==> src/rtl/wide_add_sequencer_pkg.sv <==
// Shared constants for the multi-word add/subtract sequencer.
// State encodings are plain constants so older tools and waveform scripts can match them.
package wide_add_sequencer_pkg;

   localparam int WORD_W = 64;

   typedef logic [WORD_W-1:0] word_t;

   localparam logic [1:0] IDLE = 2'd0;
   localparam logic [1:0] RUN  = 2'd1;
   localparam logic [1:0] DONE = 2'd2;

endpackage

==> src/rtl/adder_64bit.sv <==
// Purely combinational 64-bit adder with carry in and carry out.
// The sequencer reuses this single instance once per operand word.
module adder_64bit
   import wide_add_sequencer_pkg::*;
(
   input  logic [WORD_W-1:0] a,
   input  logic [WORD_W-1:0] b,
   input  logic              cin,
   output logic [WORD_W-1:0] sum,
   output logic              cout
);

   assign {cout, sum} = {1'b0, a} + {1'b0, b} + {{WORD_W{1'b0}}, cin};

endmodule

==> src/rtl/wide_add_sequencer.sv <==
// Wide add/subtract built from one 64-bit adder, one word per cycle, LSW first.
// Operands are captured on acceptance so the producer may change them during the run.
module wide_add_sequencer
   import wide_add_sequencer_pkg::*;
#(
   parameter  int WORDS = 4,
   localparam int IDXW  = $clog2(WORDS)
) (
   input  logic                    clk,
   input  logic                    rst_n,
   input  logic                    in_valid,
   output logic                    in_ready,
   input  logic                    op_sub,
   input  logic [WORDS*WORD_W-1:0] a,
   input  logic [WORDS*WORD_W-1:0] b,
   output logic                    out_valid,
   input  logic                    out_ready,
   output logic [WORDS*WORD_W-1:0] sum,
   output logic                    cout
);

   logic [1:0]              state;
   logic [IDXW-1:0]         idx;
   logic                    carry;
   logic                    sub_reg;
   logic [WORDS*WORD_W-1:0] a_reg;
   logic [WORDS*WORD_W-1:0] b_reg;
   word_t                   add_a;
   word_t                   add_b;
   word_t                   add_sum;
   logic                    add_cout;
   logic                    last_word;

   assign in_ready  = (state == IDLE);
   assign last_word = (idx == IDXW'(WORDS - 1));

   // Subtraction feeds the inverted B word; the +1 comes from the carry seeded at acceptance.
   always_comb begin
      add_a = a_reg[WORD_W*int'(idx) +: WORD_W];
      add_b = b_reg[WORD_W*int'(idx) +: WORD_W];
      if (sub_reg) begin
         add_b = ~add_b;
      end
   end

   adder_64bit u_adder (
      .a    (add_a),
      .b    (add_b),
      .cin  (carry),
      .sum  (add_sum),
      .cout (add_cout)
   );

   always_ff @(posedge clk) begin
      if (!rst_n) begin
         state     <= IDLE;
         idx       <= '0;
         carry     <= 1'b0;
         sub_reg   <= 1'b0;
         a_reg     <= '0;
         b_reg     <= '0;
         sum       <= '0;
         cout      <= 1'b0;
         out_valid <= 1'b0;
      end else begin
         case (state)
            IDLE: begin
               if (in_valid) begin
                  a_reg   <= a;
                  b_reg   <= b;
                  sub_reg <= op_sub;
                  idx     <= '0;
                  carry   <= op_sub;
                  state   <= RUN;
               end
            end
            RUN: begin
               sum[WORD_W*int'(idx) +: WORD_W] <= add_sum;
               carry                           <= add_cout;
               if (last_word) begin
                  cout      <= add_cout;
                  out_valid <= 1'b1;
                  idx       <= '0;
                  state     <= DONE;
               end else begin
                  idx <= idx + IDXW'(1);
               end
            end
            DONE: begin
               if (out_ready) begin
                  out_valid <= 1'b0;
                  state     <= IDLE;
               end
            end
            default: begin
               state <= IDLE;
            end
         endcase
      end
   end

endmodule

==> config.mk <==
export PLATFORM = sky130hd
export DESIGN_NAME = wide_add_sequencer
export DESIGN_NICKNAME = d
export VERILOG_FILES = /design/src/rtl/wide_add_sequencer_pkg.sv /design/src/rtl/adder_64bit.sv /design/src/rtl/wide_add_sequencer.sv
export SDC_FILE = /design/constraint.sdc
export NUM_CORES = 2
export LEC_CHECK = 0
export ABC_AREA = 1
export BUFFER_PORTS_ARGS = -buffer_cell sky130_fd_sc_hd__buf_4
export CAP_MARGIN = 20
export CORE_UTILIZATION = 30
export CTS_CLUSTER_DIAMETER = 80
export CTS_CLUSTER_SIZE = 12
export DETAILED_ROUTE_END_ITERATION = 6
export MAX_ROUTING_LAYER = met4
export PLACE_DENSITY = 0.56
export SLEW_MARGIN = 20
export SYNTH_ARGS = -nofsm -noshare
export SYNTH_HDL_FRONTEND = slang
export SYNTH_SLANG_ARGS = --single-unit
==> constraint.sdc <==
create_clock -name clk -period 4.6 [get_ports clk]
set_input_delay 0.69 -clock clk [delete_from_list [all_inputs] [get_ports clk]]
set_output_delay 0.69 -clock clk [all_outputs]
set_load 0.02 [all_outputs]
# After elaboration in Yosys (flattened, before gate mapping)
# Cells that the tools add are included.
[op_classes] shift=4 bitwise=1 n_addsub=4 reduce_logical=8 multipliers=0 eq_ne=6 n_div=0 magnitude_cmp=0 mux=14
[ops] operator="$shiftx A256 B9 Y64" n=2
[ops] operator="$bwmux W256" n=1
[ops] operator="$shift A64 B33 Y256 const A" n=1
[ops] operator="$shiftx A64 B33 Y256" n=1
[ops] operator="$add A64 B64 Y65" n=1
[ops] operator="$add A65 B1 Y65" n=1
[ops] operator="$mux W64" n=1
[ops] operator="$not A64 Y64" n=1
[ops] operator="$neg A8 Y33" n=1
[ops] operator="$mux W2" n=5
[ops] operator="$ne A2 B2 Y1 const B" n=3
[ops] operator="$pmux W2 S3" n=1
[ops] operator="$reduce_and A2 Y1" n=3
[ops] operator="$reduce_and A3 Y1" n=2
[ops] operator="$eq A2 B2 Y1 const B" n=2
[ops] operator="$pmux W1 S2" n=2
[ops] operator="$pmux W2 S2" n=1
[ops] operator="$reduce_bool A2 Y1" n=2
[ops] operator="$mux W1" n=3
[ops] operator="$add A2 B1 Y2 const B" n=1
[ops] operator="$eq A2 B1 Y1 const B" n=1
[ops] operator="$logic_not A2 Y1" n=1
[word_totals] rom_bits=0 wordCells=46 latch_bits=0 in_bits=517 ff_bits=776 memories=0 mem_bits_rw=0 output_inout_bits=259

# Depth between registers and ports, before layout
[depth] word_depth=7 depth_mapped=24 mapped_depth_nobuf=21

# Hierarchy
# From an unflattened synthesis, not the netlist that was laid out.
[unflattened] cells_unflattened=5981 hier_area_um2=38275.5
[modules_own_cells] mod="wide_add_sequencer" n_inst=1 cells_each=4686 seq_area_each_um2=15534.9 area_per_inst_um2=32366.0
[modules_own_cells] mod="adder_64bit" n_inst=1 cells_each=1295 seq_area_each_um2=0.0 area_per_inst_um2=5909.4

# Worst setup path before layout
# OpenSTA, ideal clock, no wires.
[synth_path] path_type="reg2reg" start="register idx[0]" end="register sum[222]" n_path_buf=3 path_slack_ns=1.343 setup_ns=0.070 synth_period_minus_slack_ns=3.257 arrival_time_ns=3.187 stages_incl_launch_ff=22 t_required_ns=4.530 path_cell_list="dfxtp_1 -> buf_2 -> clkbuf_1 -> clkbuf_1 -> nand2_1 -> a32o_1 -> fa_1 -> inv_1 -> fa_1 -> nand3_1 -> nand3_2 -> nand2_1 -> nand2_1 -> nand2_1 -> nand2_1 -> nand2_1 -> nand2_2 -> xor2_2 -> nand2_1 -> nor2_1 -> nand2_1 -> a21oi_1"
[synth_between] elab_chain_len=7 elab_cells_between_ends=10 classes_between="add/sub: 3; shift: 4; mux: 2; bitwise: 1"
[synth_lines] item="from (decl)" line_no="wide_add_sequencer.sv:23" source="logic [IDXW-1:0] idx;"
[synth_lines] item="from (signal assigned)" line_no="wide_add_sequencer.sv:86" source="idx <= idx + IDXW'(1);"
[synth_lines] item="$shiftx A256 B9 Y64" line_no="wide_add_sequencer.sv:40" source="add_b = b_reg[WORD_W*int'(idx) +: WORD_W];"
[synth_lines] item="$not A64 Y64" line_no="wide_add_sequencer.sv:42" source="add_b = ~add_b;"
[synth_lines] item="$mux W64" line_no="wide_add_sequencer.sv:41" source="if (sub_reg) begin"
[synth_lines] item="$add A64 B64 Y65" line_no="adder_64bit.sv:13" source="assign {cout, sum} = {1'b0, a} + {1'b0, b} + {{WORD_W{1'b0}}, cin};"
[synth_lines] item="$add A65 B1 Y65" line_no="adder_64bit.sv:13"
[synth_lines] item="$shiftx A64 B33 Y256" line_no="wide_add_sequencer.sv:78" source="sum[WORD_W*int'(idx) +: WORD_W] <= add_sum;"
[synth_lines] item="$bwmux W256 *" line_no="wide_add_sequencer.sv:78"
[synth_lines] item="to (signal, indexed assignment)" line_no="wide_add_sequencer.sv:78"
[synth_lines] item="to (decl)" line_no="wide_add_sequencer.sv:18" source="output logic [WORDS*WORD_W-1:0] sum,"
# Every way passes the cells marked *; elsewhere a longest branch is shown, timed or not.
# A chain may end at the register's enable or synchronous reset.

# Final worst setup path
[layout_path] start="register idx[1]" end="register sum[249]"
# Same word-level chain as after synthesis.

==> impl_metrics.env <==
export IMPL_setup_viol=0
export IMPL_nets=6665
export IMPL_synth_edf_count=0
export IMPL_end_kind="register"
export IMPL_finalHoldViolations=0
export IMPL_rsz0062_at_grt="false"
export IMPL_viasPerCell=4.95
export IMPL_htree_levels=3
export IMPL_r2r_cells=17
export IMPL_status="completed"
export IMPL_ctsResizeCount=0
export IMPL_clk_latency_ns=0.67
export IMPL_drive_above_1_share_pct=17.4
export IMPL_multiInputGateArea_um2=18800
export IMPL_gp_congestion=0.952
export IMPL_grt_pass1_wl_um=236000
export IMPL_max_slew_margin_pct=29.5
export IMPL_dp_hpwl_um=123000
export IMPL_coreArea_um2=122000
export IMPL_numCtsBuffers=79
export IMPL_syn_num_nets=6085
export IMPL_final_period_utilization_pct=93.2
export IMPL_worstSetupStartpointType="register"
export IMPL_hold_path_class="input port to register"
export IMPL_critical_path_required_ns=5.17
export IMPL_synth_seq_cells=776
export IMPL_final_cell_area_um2=46600
export IMPL_ios=776
export IMPL_grt_max_degree=190
export IMPL_root_buffer="clkbuf_16"
export IMPL_wl_per_cell_um=21.0
export IMPL_port_buffers=775
export IMPL_rows=128
export IMPL_arrival_ns=4.86
export IMPL_detail_route_antenna_nets=0
export IMPL_ys_seq_area_share_pct=42.0
export IMPL_tns_ns=0
export IMPL_skew_ns=0.0443
export IMPL_placed_area_um2=44300
export IMPL_synth_area_per_cell_um2=6.72
export IMPL_async_reset_ff_share_pct=0
export IMPL_firstDrtPassIters=6
export IMPL_syn_to_final_growth_pct=26.2
export IMPL_synth_top_flop_cell="dfxtp_1"
export IMPL_cap_viol_max_count=0
export IMPL_drc=0
export IMPL_yosys_warnings=0
export IMPL_vias=38300
export IMPL_clock_sinks=776
export IMPL_maxSlewViolCount=0
export IMPL_cts_hold_buf=0
export IMPL_grt_pass1_vias=36000
export IMPL_cts_setup_buffers=0
export IMPL_initial_core_util_pct=30.3
export IMPL_synthDistinctLibCells=39
export IMPL_critPathMaxFanout=31
export IMPL_period_needed_ns=4.29
export IMPL_path_clk_slew_ns=0.06
export IMPL_grt_usage_pct=25.8
export IMPL_drt_wl_total_um=163000
export IMPL_hold_depth=3
export IMPL_grt_overflow=0
export IMPL_crit_type="register to register"
export IMPL_p_per_area_nw_per_um2=416
export IMPL_clock_fmax_mhz=233
export IMPL_die_h_um=353
export IMPL_cts_tree="yes"
export IMPL_cts_path_max_buffers=3
export IMPL_p_leak_nw=20.9
export IMPL_register_area_um2=15500
export IMPL_die_w_um=353
export IMPL_fill_cells=13400
export IMPL_dieArea_um2=125000
export IMPL_antenna_found_initial=19
export IMPL_dr_first_iter_drc_count=2920
export IMPL_netlist_instances=5497
export IMPL_synth_area_um2=36900
export IMPL_ir_worst_vdd_v=0.000277
export IMPL_worst_pin_slew_ns=1.06
-- cells by family after synthesis --
kind of cell,share of synthesized area [%]
adder cells (fa/ha/maj),2.45
AND/OR/NAND/NOR,28.3
flip-flops,42.0
buffers and inverters,7.27
XOR/XNOR,2.73
AO/OA/AOI/OAI,17.2
-- cell type report --
| class | instances | share of cell area (%) |
|---|---|---|
| antenna | 15 | 0.0805 |
| clock buffer | 83 | 4.29 |
| clock inverter | 15 | 0.467 |
| inverter | 326 | 2.68 |
| multi-input combinational | 4028 | 40.3 |
| sequential | 776 | 33.4 |
| tap | 1625 | 4.36 |
| timing repair buffer | 866 | 14.5 |
-- where the power goes --
| part | internal (mW) | switching (mW) |
|---|---|---|
| Combinational | 1.83 | 4.15 |
| Clock | 3.15 | 2.83 |
| Sequential | 7.16 | 0.265 |
| Total | 12.1 | 7.25 |
-- worst paths after layout --
path	from	endpoint	slack, ns
hold reg to reg	sum[234]	sum[234]	0.46
hold / removal	b[212]	b_reg[212]	0.27
setup reg to reg	idx[1]	sum[249]	0.31
setup / recovery	idx[1]	sum[249]	0.31
-- cell usage after synthesis (13+ instances only) --
cell | n | area share [%]
o22ai_1 | 127 | 2.2
nand4_1 | 70 | 1.2
nand2_2 | 33 | 0.56
dfxtp_1 | 776 | 42
nand3_1 | 116 | 1.6
inv_1 | 319 | 3.2
a21oi_1 | 306 | 4.1
o21ai_0 | 781 | 11
nor2_1 | 1422 | 14
buf_1 | 16 | 0.16
nand2_1 | 940 | 9.6
ha_1 | 69 | 2.3
xor2_2 | 14 | 0.62
buf_2 | 68 | 0.92
xor2_1 | 87 | 2.1
clkbuf_1 | 283 | 2.9
nor2_2 | 13 | 0.22
-- routing by layer --
metal / routed length, um / vias to the layer above / track usage [%]
met5: 0 / - / -
met4: 3600 / 0 / 6.14
met3: 9990 / 191 / 3.95
met2: 74100 / 1224 / 40.4
met1: 75000 / 18100 / 34.8
li1: - / 18800 / -
-- critical path: stages, from the launching register on --
cell	delay, ns
dfxtp_4	0.45
buf_4	0.29
buf_6	0.30
o21ai_0	0.14
o22ai_1	0.38
xor2_1	0.41
ha_1	0.42
nand2_1	0.19
inv_1	0.05
a21oi_1	0.25
o21ai_0	0.25
nand2_1	0.11
nand2_1	0.06
a21oi_1	0.16
nand3_1	0.09
nand2_1	0.29
nand4_1	0.12
a21oi_1	0.16
-- stage by stage --
step	instances	utilization, %	setup slack [ns]	power, mW	hold slack (ns)
after floorplan	5497	-	1.34	10.8	0.450
after global placement	7621	36.3	0.166	13.6	0.453
after detailed placement	7621	36.3	0.186	13.6	0.457
after CTS	7719	38.2	0.124	19.6	0.213
after global routing	7733	38.2	0.0703	20.4	0.254
final	7734	38.2	0.311	19.4	0.270
-- placed cells by master, fill, tap and decap left out, types with 5 or more instances in the layout --
| cell type | n |
|---|---|
| nor2_1 | 1418 |
| nand2_1 | 935 |
| buf_4 | 845 |
| o21ai_0 | 781 |
| dfxtp_1 | 773 |
| inv_1 | 316 |
| a21oi_1 | 306 |
| o22ai_1 | 127 |
| nand3_1 | 116 |
| xor2_1 | 86 |
| clkbuf_16 | 79 |
| nand4_1 | 70 |
| ha_1 | 69 |
| nand2_2 | 35 |
| buf_12 | 18 |
| diode_2 | 15 |
| xor2_2 | 15 |
| nor2_2 | 14 |
| nand3_2 | 7 |
| nor3_2 | 7 |
| inv_8 | 6 |
| nand2_4 | 5 |
| a22oi_1 | 5 |
No activity file was read; power rests on OpenSTA's default activity.
